[config.mk]
export PLATFORM = sky130hd
export DESIGN_NAME = fazyrv_adr_seq
export DESIGN_NICKNAME = d
export VERILOG_FILES = /design/src/rtl/fazyrv_adr_pkg.sv /design/src/rtl/fazyrv_chunk_cnt.sv /design/src/rtl/fazyrv_adr_seq.sv
export SDC_FILE = /design/constraint.sdc
export NUM_CORES = 1
export LEC_CHECK = 0
export ABC_AREA = 1
export CORE_AREA = 3 3 40 42
export CTS_CLUSTER_DIAMETER = 60
export DETAILED_ROUTE_END_ITERATION = 12
export DIE_AREA = 0 0 43 45
export DONT_BUFFER_PORTS = 1
export GPL_TIMING_DRIVEN = 0
export SLEW_MARGIN = 20
export SYNTH_ARGS = -nofsm -noshare
export SYNTH_HDL_FRONTEND = slang
export SYNTH_SLANG_ARGS = --single-unit
[constraint.sdc]
create_clock -name clk_i -period 1.3 [get_ports clk_i]
set_input_delay 0.13 -clock clk_i [delete_from_list [all_inputs] [get_ports clk_i]]
set_output_delay 0.13 -clock clk_i [all_outputs]
set_load 0.005 [all_outputs]
[src/rtl/fazyrv_adr_pkg.sv]
// fazyrv_adr_pkg
//  Shared types and helpers for the chunk-serial address sequencer.
//  - adr_seq_state_t : sequencer state encoding
//  - chunks(bwidth)  : number of chunk shifts needed to fill 32 bits
//  - cnt_w(bwidth)   : width of a counter indexing those chunks (min 1)
//  - legal_bwidth()  : datapath widths the chunk-serial core supports
package fazyrv_adr_pkg;

  typedef enum logic [2:0] {
    IDLE  = 3'd0,
    SHIFT = 3'd1,
    REQ   = 3'd2,
    DRAIN = 3'd3,
    DONE  = 3'd4
  } adr_seq_state_t;

  function automatic int chunks(input int bwidth);
    return 32 / bwidth;
  endfunction

  function automatic int cnt_w(input int bwidth);
    return (chunks(bwidth) > 1) ? $clog2(chunks(bwidth)) : 1;
  endfunction

  function automatic bit legal_bwidth(input int bwidth);
    return (bwidth == 1) || (bwidth == 2) || (bwidth == 4) ||
           (bwidth == 8) || (bwidth == 16) || (bwidth == 32);
  endfunction

endpackage

[src/rtl/fazyrv_chunk_cnt.sv]
// fazyrv_chunk_cnt
//  Chunk index counter for chunk-serial units. Saturates at CHUNKS-1; the
//  only way back to 0 is an explicit clear (or reset).
//  Ports:
//   clk_i   in   clock, rising edge
//   rst_i   in   synchronous reset, active-high
//   clr_i   in   reload counter to 0
//   en_i    in   advance counter by one (held at CHUNKS-1)
//   cnt_o   out  current chunk index
//   last_o  out  counter sits at CHUNKS-1 (not qualified by en_i)
module fazyrv_chunk_cnt #(
  parameter  int CHUNKS = 4,
  localparam int CNTW   = (CHUNKS > 1) ? $clog2(CHUNKS) : 1
) (
  input  logic            clk_i,
  input  logic            rst_i,
  input  logic            clr_i,
  input  logic            en_i,
  output logic [CNTW-1:0] cnt_o,
  output logic            last_o
);

  logic [CNTW-1:0] r_cnt;
  logic            w_last;

  assign w_last = (r_cnt == CNTW'(CHUNKS - 1));

  always_ff @(posedge clk_i) begin
    if (rst_i || clr_i) begin
      r_cnt <= '0;
    end else if (en_i && !w_last) begin
      r_cnt <= r_cnt + 1'b1;
    end
  end

  assign cnt_o  = r_cnt;
  assign last_o = w_last;

endmodule

[src/rtl/fazyrv_adr_seq.sv]
// fazyrv_adr_seq
//  Sequencer for the chunk-serial address scratchpad. Shifts the scratchpad
//  for 32/BWIDTH cycles, then presents the assembled address on a req/ack
//  memory port and pulses done_o on completion. Shared by fetch and LSU.
//  Ports:
//   clk_i, rst_i        clock / synchronous active-high reset
//   start_i, lsu_i      start a sequence (IDLE/DONE only), access type
//   abort_i             cancel (trap/flush)
//   shft_o, cnt_o       scratchpad shift enable and chunk index
//   last_o              final shift cycle
//   adr_par_i           parallel scratchpad content
//   mem_req_o/ack_i     memory handshake, mem_adr_o/mem_lsu_o with request
//   busy_o, done_o      sequence in flight / one-cycle completion pulse
module fazyrv_adr_seq
  import fazyrv_adr_pkg::*;
#(
  parameter  int BWIDTH = 8,
  localparam int CHUNKS = chunks(BWIDTH),
  localparam int CNTW   = cnt_w(BWIDTH)
) (
  input  logic            clk_i,
  input  logic            rst_i,
  input  logic            start_i,
  input  logic            lsu_i,
  input  logic            abort_i,
  output logic            shft_o,
  output logic [CNTW-1:0] cnt_o,
  output logic            last_o,
  input  logic [31:0]     adr_par_i,
  output logic            mem_req_o,
  input  logic            mem_ack_i,
  output logic [31:0]     mem_adr_o,
  output logic            mem_lsu_o,
  output logic            busy_o,
  output logic            done_o
);

  if (!legal_bwidth(BWIDTH)) begin : g_illegal_bwidth
    $error("fazyrv_adr_seq: BWIDTH must be 1, 2, 4, 8, 16 or 32");
  end

  adr_seq_state_t  r_state;
  adr_seq_state_t  w_state_next;
  logic            r_lsu;
  logic            w_lsu_next;
  logic            w_cnt_clr;
  logic            w_cnt_en;
  logic [CNTW-1:0] w_cnt;
  logic            w_last;
  logic            w_shft;
  logic            w_req;

  fazyrv_chunk_cnt #(.CHUNKS(CHUNKS)) u_chunk_cnt (
    .clk_i  (clk_i),
    .rst_i  (rst_i),
    .clr_i  (w_cnt_clr),
    .en_i   (w_cnt_en),
    .cnt_o  (w_cnt),
    .last_o (w_last)
  );

  always_ff @(posedge clk_i) begin
    if (rst_i) begin
      r_state <= IDLE;
      r_lsu   <= 1'b0;
    end else begin
      r_state <= w_state_next;
      r_lsu   <= w_lsu_next;
    end
  end

  always_comb begin
    w_state_next = r_state;
    w_lsu_next   = r_lsu;
    w_cnt_clr    = 1'b0;
    w_cnt_en     = 1'b0;
    case (r_state)
      // DONE behaves like IDLE so a new start can be taken back-to-back
      IDLE, DONE: begin
        w_state_next = IDLE;
        if (start_i && !abort_i) begin
          w_state_next = SHIFT;
          w_cnt_clr    = 1'b1;
          w_lsu_next   = lsu_i;
        end
      end
      SHIFT: begin
        if (abort_i) begin
          w_state_next = IDLE;
        end else begin
          w_cnt_en = 1'b1;
          if (w_last) w_state_next = REQ;
        end
      end
      REQ: begin
        if (mem_ack_i) begin
          w_state_next = abort_i ? IDLE : DONE;
        end else if (abort_i) begin
          // request already on the bus: wait for its ack without reporting
          w_state_next = DRAIN;
        end
      end
      DRAIN: begin
        if (mem_ack_i) w_state_next = IDLE;
      end
      default: w_state_next = IDLE;
    endcase
  end

  assign w_shft    = (r_state == SHIFT);
  assign w_req     = (r_state == REQ) || (r_state == DRAIN);

  assign shft_o    = w_shft;
  assign cnt_o     = w_shft ? w_cnt : '0;
  assign last_o    = w_shft && w_last;
  assign mem_req_o = w_req;
  // instruction fetches are word aligned: drop the low address bits
  assign mem_adr_o = w_req ? {adr_par_i[31:2], adr_par_i[1:0] & {2{r_lsu}}} : 32'h0;
  assign mem_lsu_o = w_req && r_lsu;
  assign busy_o    = w_shft || w_req;
  assign done_o    = (r_state == DONE);

endmodule
==> metrics.md <==
| Metric | Value |
|---|---|
| Post-synth top flop | dfxtp_1 |
| Power Density | 779 nW/µm² |
| Levels on crit path | 5 |
| Top-level I/O count | 78 |
| Clk Latency, worst-skew pair | 0.24 ns |
| Clock Tree Buf Depth | 2 |
| Critical path's slowest cell | dfxtp_2 |
| Syn Inst Count | 123 |
| Synth top area cells | inv_1 24%, nor2_1 22%, dfxtp_1 19% |
| First-pass DRT Iterations | 4 |
| Hold Startpoint | mem_ack_i |
| Combinational share of power | 38.7% |
| MaxCap Viol Count | 0 |
| Final hold vios | 0 |
| Least-Margin Pin Slew | 0.262 ns |
| Top cells by instance count after synthesis | 41 x inv_1, 38 x nor2_1, 13 x nand2_1, 6 x dfxtp_1 |
| Vias per inst | 4.80 |
| Post-synth net total | 162 |
| Worst flop-to-flop path endpoint | r_state[1] |
| Proportion of power drawn by the clock network | 27.8% |
| Max-slew violation count | 0 |
| Vias | 691 |
| Reg2reg path depth | 6 |
| Yosys reg bits | 6 |
| Top-count cell post-synth | inv_1 |
| Vias in the first global route | 613 |
| Post-Route WL | 1660 µm |
| Worst hold path depth | 2 |
| Warnings from Yosys | 0 |
| H-tree levels | 1 |
| Cell Int Power | 387 µW |
| Critical path launch point type | flop |
| Drt initial violations | 15 |
| FFs w/ async S/R, synth | 0% |
| CTS Sinks | 6 |
| Register area share after synthesis | 18.8% |
| WP data required | 1.17 ns |
| Total Power | 629 µW |
| Row cnt | 13 |
| Die Span X | 43 µm |
| Initial antenna violation count | 0 |
| Grt ovf | 0 |
| Worst Path Max Fanout | 10 |
| CTS tree | yes |
| Distinct cell type count after synthesis | 16 |
| Mapped Area | 639 µm² |
| First-pass GRT wire length | 2440 µm |
| HP Class | in -> reg |
| Fin Clk Skew | 0.00170 ns |
| Root buffer cell | clkbuf_4 |
| Final setup violation count | 0 |
| Setup TNS | 0 ns |
| Die Area | 1940 µm² |
| Final ANT Viol Nets | 0 |
| R2r startpoint | u_chunk_cnt.cnt_o[0] |
| Worst EP arrival | 1.10 ns |
| FMAX | 0.813 GHz |
| Hpwl dp | 1300 µm |
| Layout cells sized above 1 | 37.2% |
| Starting Density | 49.8% |
| Syn Area/Cell | 5.20 µm² |
| Max_slew headroom | 82.5% |
| Reg2reg setup slack | 0.14 ns |
| Yosys top cell area share | 24.1% |
| RSZ-0062 raised after global routing | no |
| Gr usage total | 16.2% |
| Cell Chain, Critical Path | inv_2 -> nor2_4 -> inv_4 -> buf_6 -> nor2_2 |
| Largest net degree at the start of global routing | 11 |
| Post-layout nets | 170 |
| Total CTS buffers | 3 |
| Crit. End Element | output pin |
| Status | complete, no violations |
| Delay-heaviest family, CP | flip-flops |
| Area growth, synth to finish | 26.2% |
| CP bufs+invs | 3 |
| Core area | 1280 µm² |
| Fin crit share | 94.6% |
| Die height | 45 µm |
| Switching share of total power | 38.4% |
| Cell taking the most area after synthesis | inv_1 |
| P_leak | 0.443 nW |
| Remaining DRCs | 0 |
| PortBufs | 0 |
| EDFF count, synth | 0 |
| Final GP Congestion | 0.715 |
| Worst-path clk slew | 0.05 ns |
| Worst Path Class, Setup | reg -> out |
| Reg power frac | 33.6% |
| Minimum clock period after layout | 1.23 ns |
| Maximum vdd drop | 0.655 mV |
| Diode count | 0 |
| WL/cell | 11.5 µm |
| Worst Hold End | r_state[0] |
| Fillers | 137 |
| Sw power | 241 µW |
| Max incr delay on CP | 0.33 ns |
registers in the layout, summed over array words and instances, names as in the netlist:
| signal | count |
|---|---|
| u_chunk_cnt.cnt_o | 2 |
| r_lsu | 1 |
| r_state | 3 |
per-layer routing:
layer | track usage [%] | vias to the layer above | part of all wire, %
li1 | - | 358 | -
met1 | 15.7 | 289 | 35
met2 | 32.0 | 40 | 54
met3 | 3.19 | 4 | 9.4
met4 | 9.04 | 0 | 1.3
met5 | 0 | - | 0
placed cells by master, fill, tap and decap left out, drive strengths merged:
cell type,count
clkbuf,3
inv,43
dlygate4sd3,2
nor4,1
nand2,13
nor2,43
nand3,4
ha,1
nand4,1
o21ai,1
a21oi,3
nor3,2
dfxtp,6
o21bai,2
buf,4
final cells by class:
type                       count  area [µm²]  area share [%]
timing repair buffer           3        27.5            3.41
inverter                      43         164            20.3
sequential                     6         123            15.2
tap                           15        18.8            2.33
multi-input combinational     71         414            51.3
clock buffer                   3        22.5            2.79
buffer                         3        37.5            4.65
power by group through the flow:
| stage | clock network (mW) | registers, mW | logic (mW) |
|---|---|---|---|
| 2_1_floorplan | 0 | 0.212 | 0.161 |
| 5_1_grt | 0.187 | 0.214 | 0.274 |
| 4_1_cts | 0.179 | 0.210 | 0.232 |
| 6_report | 0.175 | 0.211 | 0.243 |
| 3_3_place_gp | 0 | 0.215 | 0.185 |
| 3_5_place_dp | 0 | 0.215 | 0.186 |
kinds of logic (layout without fill, tap and decap cells):
logic type	count (synthesis)	in the layout	synth area share, %
compound gates	6	6	5.48
fa+ha+maj	1	1	1.96
buf+inv	46	52	30.5
flops	6	6	18.8
simple gates	64	64	43.2
worst register-to-register path: cells and delay by family, from the launching register on:
family	cells	cell delay [ns]
AOI/OAI and AO/OA	1	0.11
adders and majority gates	1	0.20
buffers and inverters	2	0.21
DFF	1	0.32
and+or+nand+nor	2	0.23
worst max path at each step:
stage,slack (ns),end,startpoint
finish,0.07,mem_adr_o[12],r_state[1]
global route,0.008,mem_adr_o[1],r_state[1]
CTS,0.01,mem_adr_o[29],r_state[1]
detailed placement,0.17,r_state[1],u_chunk_cnt.cnt_o[0]
global placement,0.19,mem_adr_o[1],r_state[1]
floorplan,0.27,r_state[1],u_chunk_cnt.cnt_o[0]
what timing repair did:
action / in CTS / in global routing
hold buffers: 2 / 0
pin swaps: 1 / 1
resized for setup: 30 / 8
endpoints found under the setup margin: 30 / 33
hold endpoints to repair: 2 / 0
buffers inserted: 1 / 0
stage by stage:
stage	hold slack [ns]	area (µm²)	instances	setup slack, ns	utilization, %
2_1_floorplan	0.202	639	123	0.274	-
3_3_place_gp	0.212	658	138	0.193	51.2
3_5_place_dp	0.212	658	138	0.170	51.2
4_1_cts	0.0355	782	144	0.0101	60.9
5_1_grt	0.0572	807	144	0.00778	62.8
6_report	0.0368	807	144	0.0698	62.8
Power figures use the tool's default switching activity.
